## config.mk

```make
export PLATFORM = sky130hd
export DESIGN_NAME = ldst_rsp_unit
export DESIGN_NICKNAME = d
export VERILOG_FILES = /design/src/rtl/ldst_rsp_unit.sv
export SDC_FILE = /design/constraint.sdc
export NUM_CORES = 1
export LEC_CHECK = 0
export CAP_MARGIN = 10
export CELL_PAD_IN_SITES_DETAIL_PLACEMENT = 0
export CELL_PAD_IN_SITES_GLOBAL_PLACEMENT = 2
export CORE_MARGIN = 1.5
export CORE_UTILIZATION = 27
export DETAILED_ROUTE_END_ITERATION = 16
export GPL_TIMING_DRIVEN = 1
export PLACE_DENSITY_LB_ADDON = 0.1
export SLEW_MARGIN = 25
export SYNTH_ARGS = -nofsm -noshare
export SYNTH_HDL_FRONTEND = slang
export SYNTH_SLANG_ARGS = --single-unit
```

## constraint.sdc

```tcl
create_clock -name clk -period 2.75 [get_ports clk]
set_clock_uncertainty 0.1 [all_clocks]
set_input_delay 0.55 -clock clk [delete_from_list [all_inputs] [get_ports clk]]
set_output_delay 0.55 -clock clk [all_outputs]
set_load 0.01 [all_outputs]
```

## src/rtl/ldst_rsp_unit.sv

```systemverilog
// Load/store responder: turns one execution-unit request at a time into a
// word-aligned dmem transaction and returns one extended-data or error response.
module ldst_rsp_unit #(
  parameter int ADDR_W  = 32,
  parameter int TIMEOUT = 255
) (
  input  logic              clk,
  input  logic              rst_n,
  input  logic              ldst_req_vld,
  output logic              ldst_req_rdy,
  input  logic              ldst_req_st,
  input  logic [1:0]        ldst_req_size,
  input  logic              ldst_req_sext,
  input  logic [ADDR_W-1:0] ldst_req_addr,
  input  logic [31:0]       ldst_req_wdata,
  output logic              ldst_rsp_vld,
  input  logic              ldst_rsp_rdy,
  output logic [31:0]       ldst_rsp_rdata,
  output logic              ldst_rsp_err,
  output logic              dmem_req_vld,
  input  logic              dmem_req_rdy,
  output logic              dmem_req_we,
  output logic [ADDR_W-1:0] dmem_req_addr,
  output logic [3:0]        dmem_req_wstrb,
  output logic [31:0]       dmem_req_wdata,
  input  logic              dmem_rsp_vld,
  input  logic [31:0]       dmem_rsp_rdata,
  input  logic              dmem_rsp_err
);

  typedef enum logic [1:0] {IDLE, MREQ, MWAIT, RSP} state_t;

  localparam int TMR_W = (TIMEOUT > 1) ? $clog2(TIMEOUT) : 1;
  localparam logic [TMR_W-1:0] TMO_LAST = TMR_W'((TIMEOUT > 0) ? TIMEOUT - 1 : 0);

  state_t            state_q, state_d;
  logic [TMR_W-1:0]  timer_q;
  logic              st_q, sext_q;
  logic [1:0]        size_q, off_q;
  logic [ADDR_W-1:0] addr_q;
  logic [3:0]        wstrb_q;
  logic [31:0]       wdata_q;
  logic [31:0]       rdata_q;
  logic              err_q;

  logic              accept, req_bad, tmo_hit;
  logic [3:0]        lane_mask;
  logic [31:0]       wdata_rep, lane, ld_ext;

  assign accept  = (state_q == IDLE) && ldst_req_vld;
  assign req_bad = (ldst_req_size == 2'd3) ||
                   ((ldst_req_size == 2'd1) && ldst_req_addr[0]) ||
                   ((ldst_req_size == 2'd2) && (ldst_req_addr[1:0] != 2'b00));
  assign tmo_hit = (TIMEOUT != 0) && (state_q == MWAIT) && (timer_q == TMO_LAST);

  // Lane mask doubles as the write strobe and the load lane select.
  always_comb begin
    // NOTE: every combinational output gets a default first so no path infers a latch.
    lane_mask = 4'b1111;
    wdata_rep = ldst_req_wdata;
    case (ldst_req_size)
      2'd0: begin
        lane_mask = 4'b0001 << ldst_req_addr[1:0];
        wdata_rep = {4{ldst_req_wdata[7:0]}};
      end
      2'd1: begin
        lane_mask = 4'b0011 << ldst_req_addr[1:0];
        wdata_rep = {2{ldst_req_wdata[15:0]}};
      end
      default: ;
    endcase
  end

  assign lane = dmem_rsp_rdata >> {off_q, 3'b000};

  always_comb begin
    ld_ext = lane;
    case (size_q)
      2'd0:    ld_ext = {{24{sext_q & lane[7]}}, lane[7:0]};
      2'd1:    ld_ext = {{16{sext_q & lane[15]}}, lane[15:0]};
      default: ;
    endcase
  end

  always_comb begin
    state_d = state_q;
    case (state_q)
      IDLE:    if (ldst_req_vld) state_d = req_bad ? RSP : MREQ;
      MREQ:    if (dmem_req_rdy) state_d = MWAIT;
      MWAIT:   if (dmem_rsp_vld || tmo_hit) state_d = RSP;
      RSP:     if (ldst_rsp_rdy) state_d = IDLE;
      default: state_d = IDLE;
    endcase
  end

  // NOTE: sequential state is written only with non-blocking assignments.
  always_ff @(posedge clk or negedge rst_n) begin
    if (!rst_n) state_q <= IDLE;
    else        state_q <= state_d;
  end

  always_ff @(posedge clk or negedge rst_n) begin
    if (!rst_n) begin
      timer_q <= '0;
    end else if ((state_q == MREQ) && dmem_req_rdy) begin
      timer_q <= '0;
    end else if (state_q == MWAIT) begin
      timer_q <= timer_q + TMR_W'(1);
    end
  end

  always_ff @(posedge clk or negedge rst_n) begin
    if (!rst_n) begin
      st_q    <= 1'b0;
      sext_q  <= 1'b0;
      size_q  <= 2'd0;
      off_q   <= 2'd0;
      addr_q  <= '0;
      wstrb_q <= 4'b0000;
      wdata_q <= 32'd0;
      rdata_q <= 32'd0;
      err_q   <= 1'b0;
    end else begin
      if (accept) begin
        st_q    <= ldst_req_st;
        sext_q  <= ldst_req_sext;
        size_q  <= ldst_req_size;
        off_q   <= ldst_req_addr[1:0];
        addr_q  <= {ldst_req_addr[ADDR_W-1:2], 2'b00};
        wstrb_q <= lane_mask;
        wdata_q <= wdata_rep;
        if (req_bad) begin
          rdata_q <= 32'd0;
          err_q   <= 1'b1;
        end
      end
      // A real response beats a timeout firing in the same cycle.
      if (state_q == MWAIT) begin
        if (dmem_rsp_vld) begin
          err_q   <= dmem_rsp_err;
          rdata_q <= (dmem_rsp_err || st_q) ? 32'd0 : ld_ext;
        end else if (tmo_hit) begin
          err_q   <= 1'b1;
          rdata_q <= 32'd0;
        end
      end
    end
  end

  assign ldst_req_rdy   = (state_q == IDLE);
  assign ldst_rsp_vld   = (state_q == RSP);
  assign ldst_rsp_rdata = rdata_q;
  assign ldst_rsp_err   = err_q;
  assign dmem_req_vld   = (state_q == MREQ);
  assign dmem_req_we    = st_q;
  assign dmem_req_addr  = addr_q;
  assign dmem_req_wstrb = wstrb_q;
  assign dmem_req_wdata = wdata_q;

endmodule

```

==> impl_metrics.py <==
metrics = {
    "status": {
        "status": "completed",
    },
    "worst_setup_path": {
        "crit_type": "reg2out",
        "crit_family": "buffers and inverters",
        "cp_cell_sequence": "inv_1, ha_1, clkdlybuf4s50_1",
        "worstPathMaxFanout": 4,
        "cp-end-kind": "output pin",
        "startpoint": "state_q[1]",
        "critPathBufInv": 2,
        "crit_path_max_incr_delay_ps": 570,
        "rr_startpoint": "state_q[0]",
        "crit_arrival_ps": 1770,
        "worst_path_max_delay_cell": "clkdlybuf4s50_1",
        "required_ps": 2100,
        "cp-start-kind": "register",
    },
    "placed_design": {
        "port_buffers": 209,
        "dp_cells": 926,
        "hpwl_mm": 11.7,
        "gp_congestion": 0.729,
        "placed_area_um2": 7830,
    },
    "cts": {
        "cts.sinks": 115,
        "post_cts_buffers": 0,
        "clock-root-buffer": "clkbuf_16",
        "cts_hold_buffers": 0,
        "clk_pin_slew_ps": 60,
        "cts-resized-gates": 0,
        "clk_latency_ps": 410,
        "htreeDepth": 4,
        "cts_made_buffers": 17,
        "cts_tree": "yes",
        "clk_path_buf_depth": 2,
    },
    "global_route": {
        "grt_pass1_vias": 4730,
        "grt_pass1_wl_mm": 26.5,
        "grt_max_degree": 102,
        "grt_overflow": 0,
        "grtUsageTotal": 0.160,
        "antenna_found_initial": 1,
    },
    "routing": {
        "avgRoutedWirePerCell_um": 17.0,
        "drc": 0,
        "ant_nets": 0,
        "viasPerCell": 4.59,
        "drtIter0Drc": 158,
        "drt_pre_antenna_iters": 6,
        "vias": 4394,
        "drt-total-wl_mm": 16.3,
    },
    "synthesis": {
        "synth_top_family_by_area": "multiplexers",
        "synthAdderAreaFrac": 0.0160,
        "synth_compound_area_frac": 0.136,
        "ys_types": 48,
        "ys_seq_area_frac": 0.526,
        "yosys.area_share.simple": 0.0974,
        "yosysWarnings": 0,
        "synth_xor_area_frac": 0.0112,
        "ys_ff_latch": 115,
        "synth_area_per_cell_um2": 11.5,
        "synth.mux.area_fraction": 0.172,
        "netlist_area_um2": 5470,
        "synth_cells": 475,
    },
    "die": {
        "rows": 51,
        "ios": 212,
        "core_um2": 19700,
        "fp.dieW_um": 145,
        "initial_core_util": 0.278,
        "dieHeight_um": 145,
        "die_area_um2": 21100,
    },
    "timing": {
        "slew_violations": 0,
        "clock.fmax_ghz": 0.414,
        "final_hold_viol_count": 0,
        "finalSetupViolCount": 0,
        "period_needed_ps": 2420,
        "relSlewSlack": 0.412,
        "period_share": 0.879,
        "rsz0062_at_grt": "no",
        "worst-slew-pin-transition_ps": 879,
        "setup_tns_ps": 0,
    },
    "layout": {
        "final_common_cell": "clkdlybuf4s50_1",
        "syn_to_final_growth_pct": 54.3,
        "final_nets": 794,
        "final_cell_mix": "clkdlybuf4s50_1 (208), dfrtp_1 (115), mux2_2 (44)",
        "num_antenna_cells": 0,
        "final_area_um2": 8440,
        "fin_cells": 958,
        "fillers": 1933,
        "drive_gt1_frac": 0.146,
        "multi_input_comb_area_um2": 2380,
        "regArea_um2": 2880,
    },
    "flow_run": {
        "drv_cap": 0,
    },
    "pwr": {
        "pwr_density_cell_nw_per_um2": 1090,
        "peakVddDrop_uv": 456,
        "cellLeakagePower_nw": 3.66,
    },
    "hold_path": {
        "hp-class": "in2async",
    },
}
## worst paths after layout
kind                                       to  cells past startpoint  slack, ps
setup / recovery                 ldst_req_rdy                      3        330
hold / removal                     timer_q[5]                      1          3
setup reg to reg           ldst_rsp_rdata[28]                      6        530
hold reg to reg            dmem_req_wdata[25]                      2        380
max in group asynchronous  ldst_rsp_rdata[18]                      2       1840
min in group clk           dmem_req_wdata[25]                      2        380
## flip-flops by register name, summed over array words and instances, names as in the netlist
signal,count
off_q,2
dmem_req_we,1
ldst_rsp_rdata,32
dmem_req_addr,30
size_q,2
ldst_rsp_err,1
state_q,2
dmem_req_wdata,32
timer_q,8
dmem_req_wstrb,4
sext_q,1
## kinds of logic after synthesis
logic type | Yosys count
buf+inv | 45
simple gates | 107
fa+ha+maj | 7
xor+xnor | 7
other cells | 1
compound gates | 106
flops | 115
mux | 87
## routing by layer
layer | wire [um] | GRT usage | vias to the layer above
met4 | 157 | 0.0439 | 2
met2 | 8030 | 0.270 | 133
met5 | 13 | 0 | -
met3 | 1490 | 0.0762 | 14
li1 | - | - | 2111
met1 | 6600 | 0.182 | 2134
## cells in the mapped netlist (all sizes together)
library cell / instances / share of area
mux2: 45 / 0.093
or3: 1 / 0.0011
and2: 1 / 0.0011
nor4b: 1 / 0.0043
ha: 7 / 0.016
a221oi: 1 / 0.0048
a32o: 7 / 0.013
dfrtp: 115 / 0.53
o221ai: 1 / 0.0016
nand2b: 2 / 0.0023
xor2: 5 / 0.0080
mux4: 1 / 0.0041
and4bb: 1 / 0.0023
a2111oi: 1 / 0.0016
conb: 1 / 0.00069
o32a: 2 / 0.0037
o21ai: 37 / 0.034
a221o: 9 / 0.016
a211o: 15 / 0.024
buf: 22 / 0.025
a21boi: 1 / 0.0014
and3: 1 / 0.0011
and4: 1 / 0.0016
nand3: 3 / 0.0027
inv: 8 / 0.0055
xnor2: 2 / 0.0032
nor2: 33 / 0.024
and4b: 1 / 0.0018
nor2b: 7 / 0.0080
nand4: 2 / 0.0023
nand3b: 9 / 0.013
or2: 3 / 0.0034
nor3: 2 / 0.0018
a41oi: 1 / 0.0016
clkbuf: 15 / 0.011
a21oi: 23 / 0.021
a22o: 1 / 0.0016
nand2: 39 / 0.027
o2bb2ai: 7 / 0.011
mux2i: 41 / 0.075
## worst register-to-register path, delay by kind of cell (launching register included)
| family | cells | cell delay [ps] |
|---|---|---|
| AOI/OAI and AO/OA | 1 | 220 |
| DFF | 1 | 410 |
| adders and majority gates | 1 | 170 |
| and+or+nand+nor | 3 | 1130 |
| buffers and inverters | 1 | 120 |
## metrics by stage
step / worst slack [ps] / total power (W) / utilization / hold slack, ps
2_1_floorplan: 808 / 0.00490 / - / 154
6_report: 334 / 0.00918 / 0.430 / 2.89
5_1_grt: 219 / 0.00980 / 0.430 / 20.4
3_3_place_gp: 171 / 0.00694 / 0.399 / 364
4_1_cts: 290 / 0.00933 / 0.430 / 5.91
3_5_place_dp: 126 / 0.00699 / 0.399 / 369
## power breakdown
group	switching [W]	internal, W	total [W]
Combinational	0.00172	0.00224	0.00396
Sequential	0.000496	0.00245	0.00295
Clock	0.000846	0.00143	0.00228
Total	0.00306	0.00612	0.00918
## area by class of cell
type,count,area share
well taps,265,0.0393
inverters,8,0.00356
multi-input cells,316,0.282
repair buffers,222,0.262
clock inverters,15,0.0216
flip-flops and latches,115,0.341
clock buffers,17,0.0504
Note: power is estimated with default switching activity, not from simulation.
